[src/rtl/div_share_ctrl.sv]
// Two-requester front end for a shared fixed-point divider: round-robin grant,
// load/start sequencing, completion or timeout, and a single response channel.
module div_share_ctrl #(
  parameter int unsigned W       = 10,
  parameter int unsigned TIMEOUT = 64,
  parameter int unsigned CNT_W   = 7
) (
  input  logic         clk,
  input  logic         rst,
  input  logic         req0_valid,
  output logic         req0_ready,
  input  logic [W-1:0] req0_a,
  input  logic [W-1:0] req0_b,
  input  logic         req1_valid,
  output logic         req1_ready,
  input  logic [W-1:0] req1_a,
  input  logic [W-1:0] req1_b,
  output logic         rsp_valid,
  input  logic         rsp_ready,
  output logic         rsp_id,
  output logic [W-1:0] rsp_q,
  output logic         rsp_ov,
  output logic         rsp_err,
  output logic         div_ld_a,
  output logic         div_ld_b,
  output logic         div_start,
  output logic [W-1:0] div_a,
  output logic [W-1:0] div_b,
  input  logic [W-1:0] div_q,
  input  logic         div_ov,
  input  logic         div_done,
  output logic         busy
);

  typedef enum logic [2:0] {IDLE, LOAD, START, BUSY, RESP} state_t;

  state_t         state;
  state_t         state_n;
  logic           last_grant;
  logic           grant_c;
  logic           hs_c;
  logic           timeout_c;
  logic           drive_n;
  logic [W-1:0]   hs_a;
  logic [W-1:0]   hs_b;
  logic [W-1:0]   a_r;
  logic [W-1:0]   b_r;
  logic [CNT_W-1:0] cnt;

  // Round-robin: a lone requester wins, otherwise the one not served last.
  always_comb begin
    grant_c = ~last_grant;
    if (req0_valid && !req1_valid) begin
      grant_c = 1'b0;
    end else if (req1_valid && !req0_valid) begin
      grant_c = 1'b1;
    end
  end

  assign req0_ready = (state == IDLE) && req0_valid && !grant_c;
  assign req1_ready = (state == IDLE) && req1_valid && grant_c;
  assign hs_c       = req0_ready || req1_ready;
  assign hs_a       = grant_c ? req1_a : req0_a;
  assign hs_b       = grant_c ? req1_b : req0_b;
  assign timeout_c  = (cnt == CNT_W'(TIMEOUT - 1));

  always_ff @(posedge clk) begin
    if (rst) begin
      state <= IDLE;
    end else begin
      state <= state_n;
    end
  end

  always_comb begin
    state_n = state;
    case (state)
      IDLE: begin
        if (hs_c) begin
          state_n = (hs_b == '0) ? RESP : LOAD;
        end
      end
      LOAD:  state_n = START;
      START: state_n = BUSY;
      BUSY: begin
        if (div_done || timeout_c) begin
          state_n = RESP;
        end
      end
      RESP: begin
        if (rsp_ready) begin
          state_n = IDLE;
        end
      end
      default: state_n = IDLE;
    endcase
  end

  assign drive_n = (state_n == LOAD) || (state_n == START) || (state_n == BUSY);

  // Operand capture, timeout counter, response registers and registered strobes.
  always_ff @(posedge clk) begin
    if (rst) begin
      last_grant <= 1'b1;
      a_r        <= '0;
      b_r        <= '0;
      cnt        <= '0;
      rsp_valid  <= 1'b0;
      rsp_id     <= 1'b0;
      rsp_q      <= '0;
      rsp_ov     <= 1'b0;
      rsp_err    <= 1'b0;
      div_ld_a   <= 1'b0;
      div_ld_b   <= 1'b0;
      div_start  <= 1'b0;
      div_a      <= '0;
      div_b      <= '0;
      busy       <= 1'b0;
    end else begin
      if (hs_c) begin
        a_r        <= hs_a;
        b_r        <= hs_b;
        last_grant <= grant_c;
        rsp_id     <= grant_c;
        if (hs_b == '0) begin
          rsp_q   <= '1;
          rsp_ov  <= 1'b1;
          rsp_err <= 1'b0;
        end
      end

      if (state == START) begin
        cnt <= '0;
      end else if (state == BUSY) begin
        cnt <= cnt + CNT_W'(1);
      end

      // Completion takes priority over a coincident timeout.
      if (state == BUSY) begin
        if (div_done) begin
          rsp_q   <= div_q;
          rsp_ov  <= div_ov;
          rsp_err <= 1'b0;
        end else if (timeout_c) begin
          rsp_q   <= '0;
          rsp_ov  <= 1'b0;
          rsp_err <= 1'b1;
        end
      end

      rsp_valid <= (state_n == RESP);
      busy      <= (state_n != IDLE);
      div_ld_a  <= (state_n == LOAD);
      div_ld_b  <= (state_n == LOAD);
      div_start <= (state_n == START);
      div_a     <= drive_n ? ((state == IDLE) ? hs_a : a_r) : '0;
      div_b     <= drive_n ? ((state == IDLE) ? hs_b : b_r) : '0;
    end
  end

endmodule

[config.mk]
export PLATFORM = sky130hd
export DESIGN_NAME = div_share_ctrl
export DESIGN_NICKNAME = d
export VERILOG_FILES = /design/src/rtl/div_share_ctrl.sv
export SDC_FILE = /design/constraint.sdc
export NUM_CORES = 1
export LEC_CHECK = 0
export ABC_AREA = 1
export CORE_MARGIN = 10
export CORE_UTILIZATION = 46
export CTS_CLUSTER_SIZE = 25
export DETAILED_ROUTE_END_ITERATION = 6
export GPL_ROUTABILITY_DRIVEN = 0
export PLACE_DENSITY = 0.83
export SYNTH_ARGS = -nofsm -noshare
export SYNTH_HDL_FRONTEND = slang
export SYNTH_SLANG_ARGS = --single-unit
[constraint.sdc]
create_clock -name clk -period 2.03 [get_ports clk]
set_input_delay 0.609 -clock clk [delete_from_list [all_inputs] [get_ports clk]]
set_output_delay 0.609 -clock clk [all_outputs]
set_load 0.01 [all_outputs]
Word level (Yosys, flattened, before mapping)
Index checks and enable logic that the tools add are counted. Widths: inputs -> output; s select.

Input port bits: 57. Memory bits (read-only): 0. Latch bits: 0. Memories: 0. Memory bits (writable): 0. Register bits after elaboration: 68.

Add/sub/neg operators: 1. Multiply operators: 0. Divide/modulo/power cells: 0. $lt $le $gt $ge: 0. Eq/ne operators: 9. Bitwise logic cells: 2. Shift operators: 0. Reductions and logical operators: 18. Muxes and demuxes: 26.

Operators with widths (number): $mux 10 (9); $pmux 3 s5 (1); $eq 3x2->1 const B (4); $mux 1 (12); $mux 3 (4); $logic_not 10->1 (1); $add 7x1->7 const B (1); $eq 7x6->1 const B (1); $eq 3x1->1 const B (2); $eq 3x3->1 const B (2); $logic_and 1x1->1 (6); $logic_or 1x1->1 (4); $reduce_or 2->1 (2); $logic_not 1->1 (3); $logic_not 3->1 (1); $reduce_bool 3->1 (1); $not 1->1 (2).

Logic depth before layout (Yosys ltp)
Gate-level depths: netlist (run 1).

Depth after elaboration: 14. Mapped depth: 14.

Worst setup path after synthesis (run 1)
Ideal clock, no wire load.

Kind: input to output. Start point: in req0_valid. End point: out req0_ready. Required time: 1421 ps. Path slack: 32 ps. Cell stages on the path: 6. Buffers on the path: 2. Arrival: 1389 ps. Path through: nand2_1 -> nand2_2 -> nand2_2 -> buf_4 -> buf_2 -> nor3_1.

Word-level cells in the longest chain between the ends: 6. Elaborated cells between the ends (all ways): 8. Classes of those cells: mux (2); reduce/logical (6).

Ends and longest elaborated chain: from (decl) (RTL line 10) `input logic req0_valid,`; $logic_not 1->1 (RTL line 55) `end else if (req1_valid && !req0_valid) begin`; $logic_and 1x1->1 (RTL line 55); $mux 1 (RTL line 55); $mux 1 (RTL line 53) `if (req0_valid && !req1_valid) begin`; $logic_not 1->1 (RTL line 60) `assign req0_ready = (state == IDLE) && req0_valid && !grant_c;`; $logic_and 1x1->1 (*) (RTL line 60); to (decl) (RTL line 11) `output logic req0_ready,`.

Every way passes the cells marked *; elsewhere a longest branch is shown, timed or not.

Worst setup path in the final report (run 1)
Same ends and word-level chain as after synthesis.

==> tab_implementation.tex, run 1 <==
\begin{tabular}{lr}
\hline
Metric & Value \\
\hline
\multicolumn{2}{l}{\textbf{Outcome}} \\
Status & finished, final reports clean \\
\multicolumn{2}{l}{\textbf{Logic synthesis}} \\
Cell types with the highest counts after synthesis & sky130\_fd\_sc\_hd\_\_nand2\_1 (94), sky130\_fd\_sc\_hd\_\_inv\_1 (83), sky130\_fd\_sc\_hd\_\_dfxtp\_1 (68), sky130\_fd\_sc\_hd\_\_a21oi\_1 (39), sky130\_fd\_sc\_hd\_\_o21ai\_0 (36) \\
Flip-flop and latch count after synthesis & 68 \\
Netlist cell types & 31 \\
Cell types occupying the most area after synthesis & sky130\_fd\_sc\_hd\_\_dfxtp\_1 (44\%), sky130\_fd\_sc\_hd\_\_nand2\_1 (11\%), sky130\_fd\_sc\_hd\_\_inv\_1 (10\%) \\
Fraction of post-synthesis cell area in the top cell type by area & 44.4\% \\
Post-synthesis cell type with the largest combined area & sky130\_fd\_sc\_hd\_\_dfxtp\_1 \\
Count of mapped cells out of synthesis & 430 \\
Synthesized Nets & about 500 \\
Most used flip-flop cell after synthesis & sky130\_fd\_sc\_hd\_\_dfxtp\_1 \\
Synthesized area & roughly 3100 sq um \\
Asr flop ratio synth & 0\% \\
Sequential share of the synthesized area & 44.4\% \\
Mapped Avg Cell Area & roughly 7.1 sq um \\
Most repeated cell in the gate-level netlist after synthesis & sky130\_fd\_sc\_hd\_\_nand2\_1 \\
EDFF count, synth & 0 \\
Warning count from the yosys run & 0 \\
\multicolumn{2}{l}{\textbf{Floorplanning}} \\
Die span in x & 102 um \\
Die extent in y & just over 100 um \\
Site row count & 29 \\
CORE AREA & between 6000 and 7000 sq um \\
Initial Util & between 40 and 50\% \\
Number of top-level pins & 97 \\
Total Die Area & $\sim$10000 sq um \\
\multicolumn{2}{l}{\textbf{Power}} \\
Power, Total & a little under 4 mW \\
Flop pwr share & between 40\% and 50\% \\
Clock group share of total power & about a quarter \\
Areal power density over the cells & 864 nW/um\^{}2 \\
Part of the power in combinational logic & about a third \\
Switching portion of total power & a little under a third \\
Net switching power of the design & about 1.2 mW \\
Peak supply drop & roughly 0.5 mV \\
Internal power & between 2 and 3 mW \\
Static leakage & approximately 2.1 nW \\
\multicolumn{2}{l}{\textbf{Drt}} \\
Routed len/inst & approximately 14 um \\
First-pass iteration count of the detailed router & 4 \\
Vias after detailed routing & 3033 \\
Final routed DRC violation total & 0 \\
WL final & 8.76 mm \\
Final antenna-violating net count & 0 \\
Via-to-Cell Ratio & around 4.8 \\
Number of DRC violations after detailed-routing iteration 0 & 142 \\
\multicolumn{2}{l}{\textbf{Setup path}} \\
Worst setup path category & input pin to output pin \\
Cell with the biggest individual delay on the critical path & sky130\_fd\_sc\_hd\_\_clkdlybuf4s15\_1 \\
Critical path buffer and inverter count & 2 \\
Worst Path Max Fanout & 3 \\
Dominant delay contributor by cell family on the critical path & simple AND/OR/NAND/NOR gates \\
Kind of end point of the critical path & output pin \\
Critical path startpoint category & input pin \\
Highest cell delay on the worst timing path & 210 ps \\
CP arrival & between 1000 and 1500 ps \\
Cell chain of the critical path & clkdlybuf4s15\_1 > nand2\_1 > nand2\_2 > nand2\_4 > nor3\_2 > buf\_2 \\
Data required, critical path & approximately 1400 ps \\
\multicolumn{2}{l}{\textbf{Timing}} \\
Transition at the pin with the smallest max-transition slack & 422 ps \\
Final clock skew & $\sim$2.5 ps \\
Hold violation count in the final report & 0 \\
Maximum achievable frequency & 511 MHz \\
Worst slew margin & a little under three quarters \\
Final setup viols & 0 \\
Max Slew Vio Count & 0 \\
Minimum clock period & 1960 ps \\
Portion of the clock cycle consumed by the worst path in the final layout & 96.3\% \\
\multicolumn{2}{l}{\textbf{Final layout}} \\
Fraction of layout instances using a drive strength above 1 & between 10 and 15\% \\
Count of nets after finishing & between 600 and 700 \\
Area added between synthesis and finish & 46.6\% \\
Non-Filler Cell Area, Final & $\sim$4500 sq um \\
Count of non-filler cells in the finished layout & 626 \\
Count of antenna diodes in the layout & 0 \\
\multicolumn{2}{l}{\textbf{Clock tree}} \\
Clock latency reported for the late side of the worst-skew pair & $\sim$330 ps \\
TritonCTS buffer count & 9 \\
CTS clock-pin slew for the worst setup and hold paths & 70 ps \\
TritonCTS Sinks & 68 \\
Max clock buf depth & 2 \\
CTS H-tree depth & 3 \\
CTS tree & built \\
Root buffer cell & sky130\_fd\_sc\_hd\_\_clkbuf\_8 \\
Hold\_buf cts & 0 \\
\multicolumn{2}{l}{\textbf{GRT}} \\
Total congestion overflow & 0 \\
Wire length of the first global-routing pass & about 14 mm \\
GRT met3 Usage & under 10\% \\
M1 GR Usage & between 10\% and 20\% \\
Number of antenna violations at the first check in global routing & 0 \\
Pin count of the biggest net entering global routing & 42 \\
GRT Util Overall & approximately 17\% \\
GRT busiest layer & met2 \\
Met2 usage & around 30\% \\
Via count of the first global-routing pass & slightly above 3000 \\
\multicolumn{2}{l}{\textbf{Hold path}} \\
Hold WC Path Type & register to register \\
\multicolumn{2}{l}{\textbf{Flow run}} \\
Max Cap Viol & 0 \\
\multicolumn{2}{l}{\textbf{Placed design}} \\
\# port buffers & 96 \\
Placed cells & 607 \\
HPWL Detailed & between 6 and 7 mm \\
Total placed instance area & around 4200 sq um \\
\hline
\end{tabular}
per-layer routing:
metal / part of all wire [%] / vias up
li1: - / 1544
met1: 40 / 1392
met2: 52 / 89
met3: 7.4 / 8
met4: 0.89 / 0
met5: 0 / -
tightest hold or removal path, cell delays in order, from the launching register on:
cell,delay [ps]
sky130_fd_sc_hd__dfxtp_1,310
sky130_fd_sc_hd__nand2_1,70
sky130_fd_sc_hd__a21oi_1,50
state kept, by name (all words and copies together) (netlist names):
name,cells
busy,1
last_grant,1
rsp_valid,1
cnt,7
rsp_err,1
rsp_ov,1
div_b,10
div_start,1
rsp_id,1
a_r,10
div_a,10
b_r,10
div_ld_b,1
rsp_q,10
state,3
power by group through the flow:
stage	clock (mW)	sequential, mW	combinational (mW)
global placement	0	1.61	1.18
floorplan	0	1.66	0.607
detailed placement	0	1.62	1.23
finish	0.988	1.59	1.31
global route	1.06	1.61	1.45
CTS	1.00	1.59	1.27
what timing repair did:
| item | 4_1_cts | 5_1_grt |
|---|---|---|
| setup endpoints to repair | 39 | 33 |
| setup buffers | 0 | 1 |
| resized for setup | 16 | 7 |
| gates cloned | 1 | 1 |
| pin swaps | 2 | 3 |
cell type report:
cell class                      count  area (sq um)
Fill cell                         508          1920
Sequential cell                    68          1360
Multi-Input combinational cell    256          1300
Timing Repair Buffer              124          1250
Inverter                           85           319
Clock buffer                       10           138
Tap cell                           77          96.3
Clock inverter                      6          38.8
metrics by stage:
stage,utilization [%],hold WS (ps),worst slack (ps),TNS [ps]
4_1_cts,69.1,479,20.7,0
2_1_floorplan,-,452,31.9,0
5_1_grt,70.0,516,-10.2,-37.9
3_3_place_gp,65.8,444,-577,-20950
6_report,70.0,472,74.5,0
3_5_place_dp,65.8,469,-636,-27280
final timing paths:
| kind | start | end | slack (ps) | cells past startpoint |
|---|---|---|---|---|
| max | req0_valid | req0_ready | 70 | 6 |
| min reg2reg | rsp_id | rsp_id | 470 | 2 |
| max reg2reg | state[1] | div_a[2] | 120 | 12 |
| min | rsp_id | rsp_id | 470 | 2 |
cell usage in the layout, fill, tap and decap left out, drive strengths merged:
cell,count
inv,86
clkbuf,11
clkdlybuf4s50,92
nor3,2
buf,28
mux2,10
clkinvlp,2
or3,1
ha,1
nor4,1
nand4,2
nor2,38
bufbuf,1
nand3,9
a211oi,1
nand2,101
xor2,1
a31oi,1
clkinv,3
clkdlybuf4s15,1
or2,2
dfxtp,68
xnor2,1
o21ai,37
nand3b,6
o211ai,3
dlygate4sd2,1
a21oi,39
cell families after synthesis:
kind of cell / synth area share [%]
adders and majority gates: 0.408
muxes: 3.67
AOI/OAI and AO/OA: 13.6
buffers and inverters: 14.2
DFF: 44.4
and+or+nand+nor: 23.2
xor gates and xnor gates: 0.571
Power figures use the tool's default switching activity.
==> run 2: changes to the inputs <==
- clock period: 2.03 -> 2.1 ns (I/O delays scaled with it)
==> run 2 against run 1 <==
  * Flip-flop and latch count is the same
  * Largest cell class unchanged
  * Power down 1.4%
  * Final cell count rose by 0.16%
  * Critical path depth decreased by 1
  * Highest routed layer unchanged
  * Die area unchanged
  * Register-to-register slack better by 100 ps
  * Global-route usage shrank 0.76 points
  * Clock-buffer cell count fell by 1
  * Clock power grew 7%
==> tab_implementation.tex, run 2 (synthesized netlist as in run 1, its figures left out) <==
\begin{tabular}{lr}
\hline
Metric & Value \\
\hline
\multicolumn{2}{l}{\textbf{Outcome}} \\
Status & finished, final reports clean (unchanged) \\
\multicolumn{2}{l}{\textbf{Drt}} \\
Final routed DRC violation total & 0 (unchanged) \\
Via-to-Cell Ratio & 4.79 (was 4.85) \\
First-pass iteration count of the detailed router & 4 (unchanged) \\
WL final & 8.28 mm (was 8.76 mm) \\
Routed len/inst & 13.2 um (was 14.0 um) \\
Final antenna-violating net count & 0 (unchanged) \\
Number of DRC violations after detailed-routing iteration 0 & 92 (was 142) \\
Vias after detailed routing & 3006 (was 3033) \\
\multicolumn{2}{l}{\textbf{Clock tree}} \\
CTS clock-pin slew for the worst setup and hold paths & 70 ps (about the same) \\
Clock latency reported for the late side of the worst-skew pair & 340 ps (was 330 ps) \\
Max clock buf depth & 2 (unchanged) \\
CTS tree & built (unchanged) \\
Hold\_buf cts & 0 (unchanged) \\
TritonCTS buffer count & 9 (unchanged) \\
TritonCTS Sinks & 68 (unchanged) \\
Root buffer cell & sky130\_fd\_sc\_hd\_\_clkbuf\_8 (unchanged) \\
CTS H-tree depth & 3 (unchanged) \\
\multicolumn{2}{l}{\textbf{GRT}} \\
Pin count of the biggest net entering global routing & 42 (unchanged) \\
Via count of the first global-routing pass & 2927 (was 3057) \\
Wire length of the first global-routing pass & 13.3 mm (was 14.0 mm) \\
Number of antenna violations at the first check in global routing & 1 (was 0) \\
Total congestion overflow & 0 (unchanged) \\
GRT Util Overall & 15.8\% (was 16.6\%) \\
\multicolumn{2}{l}{\textbf{Power}} \\
Peak supply drop & 0.487 mV (was 0.500 mV) \\
Areal power density over the cells & 849 nW/um\^{}2 (was 864 nW/um\^{}2) \\
Static leakage & 2.12 nW (about the same) \\
\multicolumn{2}{l}{\textbf{Timing}} \\
Hold violation count in the final report & 0 (unchanged) \\
Portion of the clock cycle consumed by the worst path in the final layout & a little over nine tenths \\
RSZ-0062 raised after global routing & false \\
Minimum clock period & around 2000 ps \\
Transition at the pin with the smallest max-transition slack & 401 ps (was 422 ps) \\
Final setup viols & 0 (unchanged) \\
Max Slew Vio Count & 0 (unchanged) \\
Maximum achievable frequency & 490 MHz \\
Worst Setup Slack, final & 60.0 ps (was 74.5 ps) \\
Final clock skew & 9.74 ps (was 2.52 ps) \\
Worst slew margin & 73.2\% (was 71.8\%) \\
\multicolumn{2}{l}{\textbf{Placed design}} \\
\# port buffers & 96 (unchanged) \\
Worst slack after detailed placement & -559 ps (was -636 ps) \\
HPWL Detailed & 6.10 mm (was 6.44 mm) \\
\multicolumn{2}{l}{\textbf{Floorplanning}} \\
Die extent in y & 102 um (unchanged) \\
Site row count & 29 (unchanged) \\
Die span in x & 102 um (unchanged) \\
CORE AREA & 6420 sq um (unchanged) \\
Number of top-level pins & 97 (unchanged) \\
Initial Util & 47.8\% (unchanged) \\
Total Die Area & 10300 sq um (unchanged) \\
\multicolumn{2}{l}{\textbf{Setup path}} \\
Kind of end point of the critical path & output pin (unchanged) \\
Critical path startpoint category & input pin (unchanged) \\
Worst setup path category & input pin to output pin (unchanged) \\
Worst Path Max Fanout & 3 (unchanged) \\
Startpoint of the lowest-slack register-to-register path & state[1] (unchanged) \\
Data required, critical path & 1470 ps (was 1420 ps) \\
Start point of the critical path & req0\_valid (unchanged) \\
CP arrival & 1410 ps (was 1350 ps) \\
\multicolumn{2}{l}{\textbf{Final layout}} \\
Commonest non-fill, non-tap cells in the layout & sky130\_fd\_sc\_hd\_\_nand2\_1 (94), sky130\_fd\_sc\_hd\_\_clkdlybuf4s50\_1 (92), sky130\_fd\_sc\_hd\_\_inv\_1 (83) (was sky130\_fd\_sc\_hd\_\_nand2\_1 (93), sky130\_fd\_sc\_hd\_\_clkdlybuf4s50\_1 (92), sky130\_fd\_sc\_hd\_\_inv\_1 (83)) \\
Area added between synthesis and finish & 47.0\% (was 46.6\%) \\
Count of nets after finishing & 602 (unchanged) \\
Core Util, Final & 70.3\% (was 70.0\%) \\
Fraction of layout instances using a drive strength above 1 & 13.8\% (was 14.2\%) \\
Most frequent standard cell in the layout excluding fill and tap cells & sky130\_fd\_sc\_hd\_\_nand2\_1 (unchanged) \\
\multicolumn{2}{l}{\textbf{Hold path}} \\
HP Start & rsp\_id (unchanged) \\
Hold WC Path Type & register to register (unchanged) \\
\multicolumn{2}{l}{\textbf{Flow run}} \\
Max Cap Viol & 0 (unchanged) \\
\hline
\end{tabular}
==> run 2: final timing paths <==
kind | end | slack [ps] | depth (start not counted)
worst max-delay path | req1_ready | 60 | 5
worst min-delay path | rsp_id | 470 | 2
worst max register to register | busy | 220 | 12
worst min register to register | rsp_id | 470 | 2
==> run 2: metal layers <==
metal | routed length, um | GRT usage [%] | vias up
met1 | 3370 | 16.9 | 1362
met3 | 548 | 4.97 | 13
met2 | 4230 | 28.3 | 87
met4 | 133 | 6.16 | 0
li1 | - | - | 1544
met5 | 0 | 0 | -
==> run 2: report_power, final <==
part	switching (mW)	leakage, nW	internal, mW
Clock	0.507	0.0918	0.551
Sequential	0.0622	0.559	1.47
Combinational	0.621	1.47	0.617
Total	1.19	2.12	2.64
==> run 2: repair_timing <==
| action | CTS | global route |
|---|---|---|
| setup endpoints to repair | 37 | 34 |
| cloned | 0 | 2 |
| pin swaps | 0 | 2 |
| resized for setup | 11 | 7 |
| buffers inserted | 0 | 1 |
==> run 2: per-stage QoR <==
step	setup TNS, ps	hold slack (ps)	area [sq um]	instances	total power [mW]
after floorplan	0	452	3070	430	2.19
after global placement	-17770	445	4220	607	2.70
after detailed placement	-20690	465	4220	607	2.74
after CTS	0	476	4420	623	3.80
after global routing	0	502	4510	627	4.06
final	0	471	4510	627	3.83
==> run 2: cell type report <==
class | instances | area (sq um)
Sequential cell | 68 | 1360
Antenna cell | 1 | 2.50
Fill cell | 489 | 1910
Clock buffer | 9 | 124
Tap cell | 77 | 96.3
Inverter | 85 | 319
Clock inverter | 7 | 75.1
Timing Repair Buffer | 124 | 1240
Multi-Input combinational cell | 256 | 1290
==> run 2: worst max-delay path: stages <==
cell and delay (ps):
sky130_fd_sc_hd__dlygate4sd2_1 250, sky130_fd_sc_hd__nand2_1 90, sky130_fd_sc_hd__nand2_2 100, sky130_fd_sc_hd__nor2_2 110, sky130_fd_sc_hd__clkdlybuf4s15_2 230
